==> src/rtl/iic_slave_core.sv <==
// I2C target answering one 7-bit device address, backed by a 2**REG_AW x 8 register file
// that is also readable and writable from an Avalon-MM slave port.
module iic_slave_core #(
   parameter logic [6:0] DEV_ADDR = 7'h50,
   parameter int         REG_AW   = 4
) (
   input  logic              clk,
   input  logic              rst,
   input  logic [REG_AW-1:0] address,
   input  logic              chipselect,
   input  logic              write,
   input  logic [31:0]       writedata,
   input  logic              read,
   output logic [31:0]       readdata,
   input  logic              scl_in,
   input  logic              sda_in,
   output logic              sda_out
);

   localparam int NREG = 2 ** REG_AW;
   localparam logic [REG_AW-1:0] PTR_ONE = {{(REG_AW-1){1'b0}}, 1'b1};

   localparam logic [3:0] S_IDLE     = 4'd0;
   localparam logic [3:0] S_ADDR     = 4'd1;
   localparam logic [3:0] S_ADDR_ACK = 4'd2;
   localparam logic [3:0] S_PTR      = 4'd3;
   localparam logic [3:0] S_WDATA    = 4'd4;
   localparam logic [3:0] S_WACK     = 4'd5;
   localparam logic [3:0] S_RDATA    = 4'd6;
   localparam logic [3:0] S_RACK     = 4'd7;
   localparam logic [3:0] S_WAIT     = 4'd8;

   logic              sclMeta_q, sclSync_q, sclPrev_q;
   logic              sdaMeta_q, sdaSync_q, sdaPrev_q;
   logic              sclRise, sclFall, startCond, stopCond;

   logic [3:0]        state_q, state_d;
   logic [3:0]        bitCnt_q, bitCnt_d;
   logic [7:0]        shift_q, shift_d;
   logic [REG_AW-1:0] ptr_q, ptr_d;
   logic              sdaOut_q, sdaOut_d;
   logic              ackOn_q, ackOn_d;
   logic              rw_q, rw_d;
   logic [7:0]        regs_q [NREG];
   logic [31:0]       readdata_q;
   logic [7:0]        rxByte, ptrByte;
   logic              i2cWe;
   logic              unusedWritedata;

   assign unusedWritedata = ^writedata[31:8];

   // Synchronisers come out of reset at the idle-bus level so no false edge is seen.
   always_ff @(posedge clk) begin
      if (rst) begin
         sclMeta_q <= 1'b1;
         sclSync_q <= 1'b1;
         sclPrev_q <= 1'b1;
         sdaMeta_q <= 1'b1;
         sdaSync_q <= 1'b1;
         sdaPrev_q <= 1'b1;
      end else begin
         sclMeta_q <= scl_in;
         sclSync_q <= sclMeta_q;
         sclPrev_q <= sclSync_q;
         sdaMeta_q <= sda_in;
         sdaSync_q <= sdaMeta_q;
         sdaPrev_q <= sdaSync_q;
      end
   end

   assign sclRise   = sclSync_q & ~sclPrev_q;
   assign sclFall   = ~sclSync_q & sclPrev_q;
   assign startCond = sclSync_q & sclPrev_q & sdaPrev_q & ~sdaSync_q;
   assign stopCond  = sclSync_q & sclPrev_q & ~sdaPrev_q & sdaSync_q;
   assign rxByte    = {shift_q[6:0], sdaSync_q};
   assign ptrByte   = regs_q[ptr_q];

   // ackOn_q marks the driven half of an ACK slot; in RACK it records the master's ACK.
   always_comb begin
      state_d  = state_q;
      bitCnt_d = bitCnt_q;
      shift_d  = shift_q;
      ptr_d    = ptr_q;
      sdaOut_d = sdaOut_q;
      ackOn_d  = ackOn_q;
      rw_d     = rw_q;
      i2cWe    = 1'b0;
      if (startCond) begin
         state_d  = S_ADDR;
         bitCnt_d = '0;
         sdaOut_d = 1'b1;
         ackOn_d  = 1'b0;
      end else if (stopCond) begin
         state_d  = S_IDLE;
         bitCnt_d = '0;
         sdaOut_d = 1'b1;
         ackOn_d  = 1'b0;
      end else begin
         case (state_q)
            S_ADDR, S_PTR, S_WDATA: begin
               if (sclRise) begin
                  shift_d  = rxByte;
                  bitCnt_d = bitCnt_q + 4'd1;
                  if (bitCnt_q == 4'd7) begin
                     bitCnt_d = '0;
                     ackOn_d  = 1'b0;
                     if (state_q == S_ADDR) begin
                        if (rxByte[7:1] == DEV_ADDR) begin
                           state_d = S_ADDR_ACK;
                           rw_d    = rxByte[0];
                        end else begin
                           state_d = S_WAIT;
                        end
                     end else if (state_q == S_PTR) begin
                        ptr_d   = rxByte[REG_AW-1:0];
                        state_d = S_WACK;
                     end else begin
                        i2cWe   = 1'b1;
                        ptr_d   = ptr_q + PTR_ONE;
                        state_d = S_WACK;
                     end
                  end
               end
            end
            S_ADDR_ACK, S_WACK: begin
               if (sclFall) begin
                  if (!ackOn_q) begin
                     sdaOut_d = 1'b0;
                     ackOn_d  = 1'b1;
                  end else begin
                     sdaOut_d = 1'b1;
                     ackOn_d  = 1'b0;
                     bitCnt_d = '0;
                     if (state_q == S_WACK) begin
                        state_d = S_WDATA;
                     end else if (!rw_q) begin
                        state_d = S_PTR;
                     end else begin
                        state_d  = S_RDATA;
                        sdaOut_d = ptrByte[7];
                        shift_d  = {ptrByte[6:0], 1'b1};
                        ptr_d    = ptr_q + PTR_ONE;
                     end
                  end
               end
            end
            S_RDATA: begin
               if (sclRise) begin
                  bitCnt_d = bitCnt_q + 4'd1;
               end else if (sclFall) begin
                  if (bitCnt_q == 4'd8) begin
                     sdaOut_d = 1'b1;
                     bitCnt_d = '0;
                     ackOn_d  = 1'b0;
                     state_d  = S_RACK;
                  end else begin
                     sdaOut_d = shift_q[7];
                     shift_d  = {shift_q[6:0], 1'b1};
                  end
               end
            end
            S_RACK: begin
               if (sclRise) begin
                  if (!sdaSync_q) begin
                     ackOn_d = 1'b1;
                  end else begin
                     state_d = S_WAIT;
                  end
               end else if (sclFall && ackOn_q) begin
                  ackOn_d  = 1'b0;
                  bitCnt_d = '0;
                  state_d  = S_RDATA;
                  sdaOut_d = ptrByte[7];
                  shift_d  = {ptrByte[6:0], 1'b1};
                  ptr_d    = ptr_q + PTR_ONE;
               end
            end
            S_IDLE, S_WAIT: begin
               sdaOut_d = 1'b1;
            end
            default: begin
               state_d  = S_IDLE;
               sdaOut_d = 1'b1;
            end
         endcase
      end
   end

   always_ff @(posedge clk) begin
      if (rst) begin
         state_q  <= S_IDLE;
         bitCnt_q <= '0;
         shift_q  <= '0;
         ptr_q    <= '0;
         sdaOut_q <= 1'b1;
         ackOn_q  <= 1'b0;
         rw_q     <= 1'b0;
      end else begin
         state_q  <= state_d;
         bitCnt_q <= bitCnt_d;
         shift_q  <= shift_d;
         ptr_q    <= ptr_d;
         sdaOut_q <= sdaOut_d;
         ackOn_q  <= ackOn_d;
         rw_q     <= rw_d;
      end
   end

   // The I2C write is issued last so it wins a same-cycle collision on one register.
   always_ff @(posedge clk) begin
      if (rst) begin
         for (int i = 0; i < NREG; i++) begin
            regs_q[i] <= 8'h00;
         end
         readdata_q <= '0;
      end else begin
         if (chipselect && write) begin
            regs_q[address] <= writedata[7:0];
         end
         if (i2cWe) begin
            regs_q[ptr_q] <= rxByte;
         end
         if (chipselect && read) begin
            readdata_q <= {24'h0, regs_q[address]};
         end
      end
   end

   assign readdata = readdata_q;
   assign sda_out  = sdaOut_q;

endmodule

==> config.mk <==
export PLATFORM = sky130hd
export DESIGN_NAME = iic_slave_core
export DESIGN_NICKNAME = d
export VERILOG_FILES = /design/src/rtl/iic_slave_core.sv
export SDC_FILE = /design/constraint.sdc
export NUM_CORES = 1
export LEC_CHECK = 0
export ABC_AREA = 1
export CAP_MARGIN = 20
export CORE_MARGIN = 2
export CORE_UTILIZATION = 45
export CTS_CLUSTER_SIZE = 14
export DETAILED_ROUTE_END_ITERATION = 12
export RECOVER_POWER = 25
export SLEW_MARGIN = 10
export SYNTH_ARGS = -nofsm -noshare
export SYNTH_HDL_FRONTEND = slang
export SYNTH_SLANG_ARGS = --single-unit
export TNS_END_PERCENT = 10
==> constraint.sdc <==
create_clock -name clk -period 5 [get_ports clk]
set_input_delay 1.5 -clock clk [delete_from_list [all_inputs] [get_ports clk]]
set_output_delay 1.5 -clock clk [all_outputs]
set_load 0.03 [all_outputs]
Word level (Yosys, flattened, before mapping)
Memory sizes are Yosys's and may differ from the RTL's. A register that Yosys moved wholly into a read port is not among the register bits.
Cells that the tools add are included.
Storage, ports and cells
  word-level logic and storage cells: 184
  memory bits (writable): 128
  memories: 1
  register bits after elaboration: 29
  input port bits: 43
Memories
  regs_q: words 16, bits a word 8, rd ports 2, clocked after memory_dff 2, wr ports 16, line 44  | logic [7:0] regs_q [NREG];
Cells by class
  $add $sub $neg: 2
  muxes and demuxes: 93
  reduce and logical (&&, ||, !) cells: 20
  eq/ne operators: 39
  bitwise logic cells: 15
Operators with widths (number)
  4-bit two-way mux: 35
  8-bit two-way mux: 12
  1-bit two-way mux: 38
  8-bit case mux with 4 select lines: 1
  4-bit != test (second input constant): 7
  2-bit != test (second input constant): 13
  4-bit by 3-bit == test with 1-bit output (second input constant): 5
  4-bit case mux with 5 select lines: 1
  10-bit AND reduction: 2
  3-bit != test (second input constant): 6
  4-bit case mux with 4 select lines: 1
  8-bit OR reduction: 2
  13-bit AND reduction: 1
  4-bit case mux with 3 select lines: 1
  12-bit AND reduction: 1
  5-bit != test (second input constant): 2
  9-bit AND reduction: 1
  4-bit by 1-bit adder with 4-bit output (second input constant): 2
  4-bit by 2-bit == test with 1-bit output (second input constant): 2
  4-bit == test (second input constant): 2
  1-bit inverter: 8
  1-bit case mux with 4 select lines: 2
  8-bit AND reduction: 1
  1-bit bitwise AND: 7
  other kinds (11): 16

Logic depth before layout (Yosys ltp)
  word-level depth: 13
  gate-level depth with buffers: 13
  depth with buffers taken out: 13

Least setup slack after synthesis
Ideal clock, no wire load.
  kind: input-to-reg
  from: input port rst
  to: memory regs_q[7][0] (enable)
  required time: 4.662 ns
  library setup time: 0.338 ns
  slack: 1.801 ns
  buffers on the path: 2
  cell stages on the path: 7
  arrival: 2.861 ns
  cells stage by stage: clkbuf_1 nor2_2 inv_2 nor3_4 nand3_1 buf_2 nand3b_1
RTL lines
  start: declaration: line 8  | input logic rst,
  end: declaration: line 44

==> impl_results.md <==
* Status: finished clean
* Post-CTS sizing at 0
* CTS root buf: clkbuf_16
* Total gr overflow at 0
* Post-synth top area share at 37.10%
* Slew Limit Fails at 0
* Synth warnings at 0
* R2R Path Start: sdaSync_q
* Worst Reg2Reg Path Length in Cells at 10
* Nets@finish at 1,370
* Setup Skew at 0.01161 ns
* Seq pwr share at 35.2%
* Synth unique cells at 36
* First-pass GRT wire length at 52,830 um
* Worst setup path endpoint: regs_q[14][3]
* CP startpoint: rst
* WP depth at 7
* Share of layout cells above drive strength 1 at 5.409%
* CP max FO at 17
* Most used cell, CP: nand3_1
* I/O pin cnt at 76
* Slowest Stage Delay on Critical Path at 0.57 ns
* Worst slew margin at 2.436%
* Final HPWL DP at 23,300 um
* RSZ-0062 raised after global routing: no
* CTS hold repair buffers at 0
* Filler instances at 2,219
* Top cell type by total area after synthesis: edfxtp_1
* Critical Path Source Type: input port
* Synth Area per Inst at 7.826 um^2
* Pwr dens at 464.4 nW/um^2
* Starting DRT DRC Count at 1,247
* Sw Ratio at 44.17%
* Via/cell ratio at 6.052
* CTS sink cnt at 169
* Post-route ant nets at 0
* Initial antenna violation count at 0
* Final Critical Period at 4.082 ns
* Max clock buf depth at 2
* DRC at 0
* Syn Inst Count at 1,324
* LEAKAGE at 4.199 nW
* Die width at 155.7 um
* Final setup fails at 0
* Top cells by area, synth: edfxtp_1 37%, o21ai_0 9.9%, nand3_1 9.1%
* Cell family with most CP delay: simple AND/OR/NAND/NOR gates
* TritonRoute pass-1 iters at 6
* Dpl cell area at 10,700 um^2
* TritonCTS clock tree: yes
* R2R setup slack at 1.61 ns
* Period utilization at 81.65%
* Worst Max-Slew Pin Slew at 1.463 ns
* Initial cell density of the core at 45.76%
* Clock transition at path regs at 0.07 ns
* Routed length per placed instance at 21.42 um
* H-tree levels at 4
* Via count at 9,786
* Slowest cell on the critical path: dlygate4sd3_1
* Crit path DAT at 4.17 ns
* Placer Congestion at 0.9343
* Post-route setup TNS at 0 ns
* Crit Path Class: input port to flop
* Clock latency on the worst-skew pair at 0.45 ns
* Sw power at 2.290 mW
* Port buffer count at 27
* Post-CTS Repair Setup Buffers at 0
* Worst setup EP type: flop
* Combinational power share at 39.9%
* FMAX at 244.9 MHz
* GRT Total Usage at 29.13%
* Worst R2R End: regs_q[14][3]
* Post-synthesis cell area at 10,360 um^2
* MaxCap Viol Count at 0
* Peak supply drop at 0.3651 mV
* DIE HEIGHT at 155.7 um
* Sequential area share after synthesis at 45.02%
* CTS Buf Count at 17
* Total die area at 24,250 um^2
* Power Total at 5.184 mW
* Largest net degree at the start of global routing at 66
* Min-Delay Path Class: flop to flop
* Buffers & Inverters on Critical Path at 3
* CP required at 5.09 ns
* Int Pwr at 2.894 mW
* Flop and latch count out of synthesis at 169
* Placeable Area at 22,640 um^2
* Final Cell Area at 11,160 um^2
* Via count of the first global-routing pass at 8,973
* # rows at 55
* Synth-to-Final Area Change at 7.741%
* Final hold vios at 0
* Power share of the clock group at 24.9%
* WL final at 34,640 um
* Crit-path cells: dlygate4sd3_1 -> nor2_1 -> inv_1 -> nor3_4 -> buf_4 -> nand3_1 -> nand3_1
==> through the flow <==
stage               utilization, %  cells  hold slack, ns  setup slack (ns)
floorplan                        -   1347          0.3895             1.801
finish                       49.31   1617          0.4115            0.9175
CTS                          49.73   1616          0.4161             1.111
detailed placement           47.24   1584          0.3975            0.6570
global placement             47.24   1584          0.3943            0.7126
global route                 49.30   1616          0.4333            0.6807
==> worst register-to-register path: cells and delay by family, from the launching register on <==
family        cells  cell delay, ns
buf+inv           3            0.90
flops             1            0.32
simple gates      7            1.80
==> Yosys cell counts <==
master     count
dfxtp_1       41
o22ai_1        7
nand4_1        2
o211ai_1      21
nor2_1       210
conb_1         1
nand3_4       10
nand2_2        2
buf_6         10
a31oi_1        1
o21ai_0      205
clkbuf_1      44
nor3b_1        1
inv_2          4
a22oi_1       56
nor2_2         4
buf_2         10
nand2_1      188
o2111ai_1      1
xor2_1         3
nand3b_1       3
a21oi_1       28
or2_2          4
nor3_4         1
buf_12         1
clkinv_1       4
xnor2_1        1
o21ai_1        8
a211oi_1       1
nor3_1        14
edfxtp_1     128
ha_1           9
buf_4         24
inv_1         78
buf_1         10
nand3_1      189
==> cell usage in the layout (no fill, tap or decap), drive strengths merged <==
cell	n
diode	1
o211ai	21
nand2	190
nor2	214
inv	87
clkinv	12
a22oi	56
nor3b	1
o21ai	213
xor2	3
nand4	2
nand3b	3
a21oi	28
clkbuf	21
buf	22
nor3	15
xnor2	1
conb	24
clkdlybuf4s50	17
a211oi	1
or2	4
o2111ai	1
o22ai	7
ha	9
dfxtp	41
edfxtp	128
dlygate4sd3	10
a31oi	1
nand3	199
==> layer usage <==
metal,track usage (%),up-vias,wire length [um]
met4,12.98,0,1256
met2,46.23,539,15960
met5,0,-,0
met3,4.278,81,3293
li1,-,4561,-
met1,39.70,4605,14130
==> registers in the layout (all words and copies together), names as in the netlist, 4 cells and up, named ones only <==
signal and count:
bitCnt_q 4, ptr_q 4, readdata 8, regs_q 128
shift_q 8, state_q 4
==> logic make-up after synthesis <==
group                      after synthesis  share of synthesized area [%]
AOI/OAI and AO/OA                      328                          17.86
xor gates and xnor gates                 4                         0.3382
adders and majority gates                9                          1.087
buffers and inverters                  185                          8.574
DFF                                    169                          45.02
other                                    1                        0.03619
and+or+nand+nor                        628                          27.09
==> worst min-delay path by stage <==
stage | slack (ns) | cells past startpoint | endpoint | from
global placement | 0.39 | 1 | sdaSync_q | sdaMeta_q
CTS | 0.42 | 1 | sdaSync_q | sdaMeta_q
detailed placement | 0.40 | 1 | sdaSync_q | sdaMeta_q
finish | 0.41 | 1 | sdaSync_q | sdaMeta_q
floorplan | 0.39 | 1 | sclSync_q | sclMeta_q
global route | 0.43 | 1 | sclSync_q | sclMeta_q
==> area by class of cell <==
class / instances / area, um^2 / share of cell area (%)
antenna: 1 / 2.502 / 0.02242
clock buffer: 19 / 454.2 / 4.069
clock inverter: 13 / 108.9 / 0.9751
inverter: 86 / 322.8 / 2.892
multi-input combinational: 993 / 4810 / 43.08
sequential: 169 / 4666 / 41.80
tap: 285 / 356.6 / 3.194
timing repair buffer: 51 / 442.9 / 3.968
==> power by group through the flow <==
stage / sequential, mW / combinational (mW) / clock [mW]
floorplan: 1.79 / 1.47 / 0
global placement: 1.85 / 2.05 / 0
detailed placement: 1.85 / 2.06 / 0
CTS: 1.82 / 2.06 / 1.29
global route: 1.85 / 2.29 / 1.35
finish: 1.82 / 2.07 / 1.29
Power figures use the tool's default switching activity.
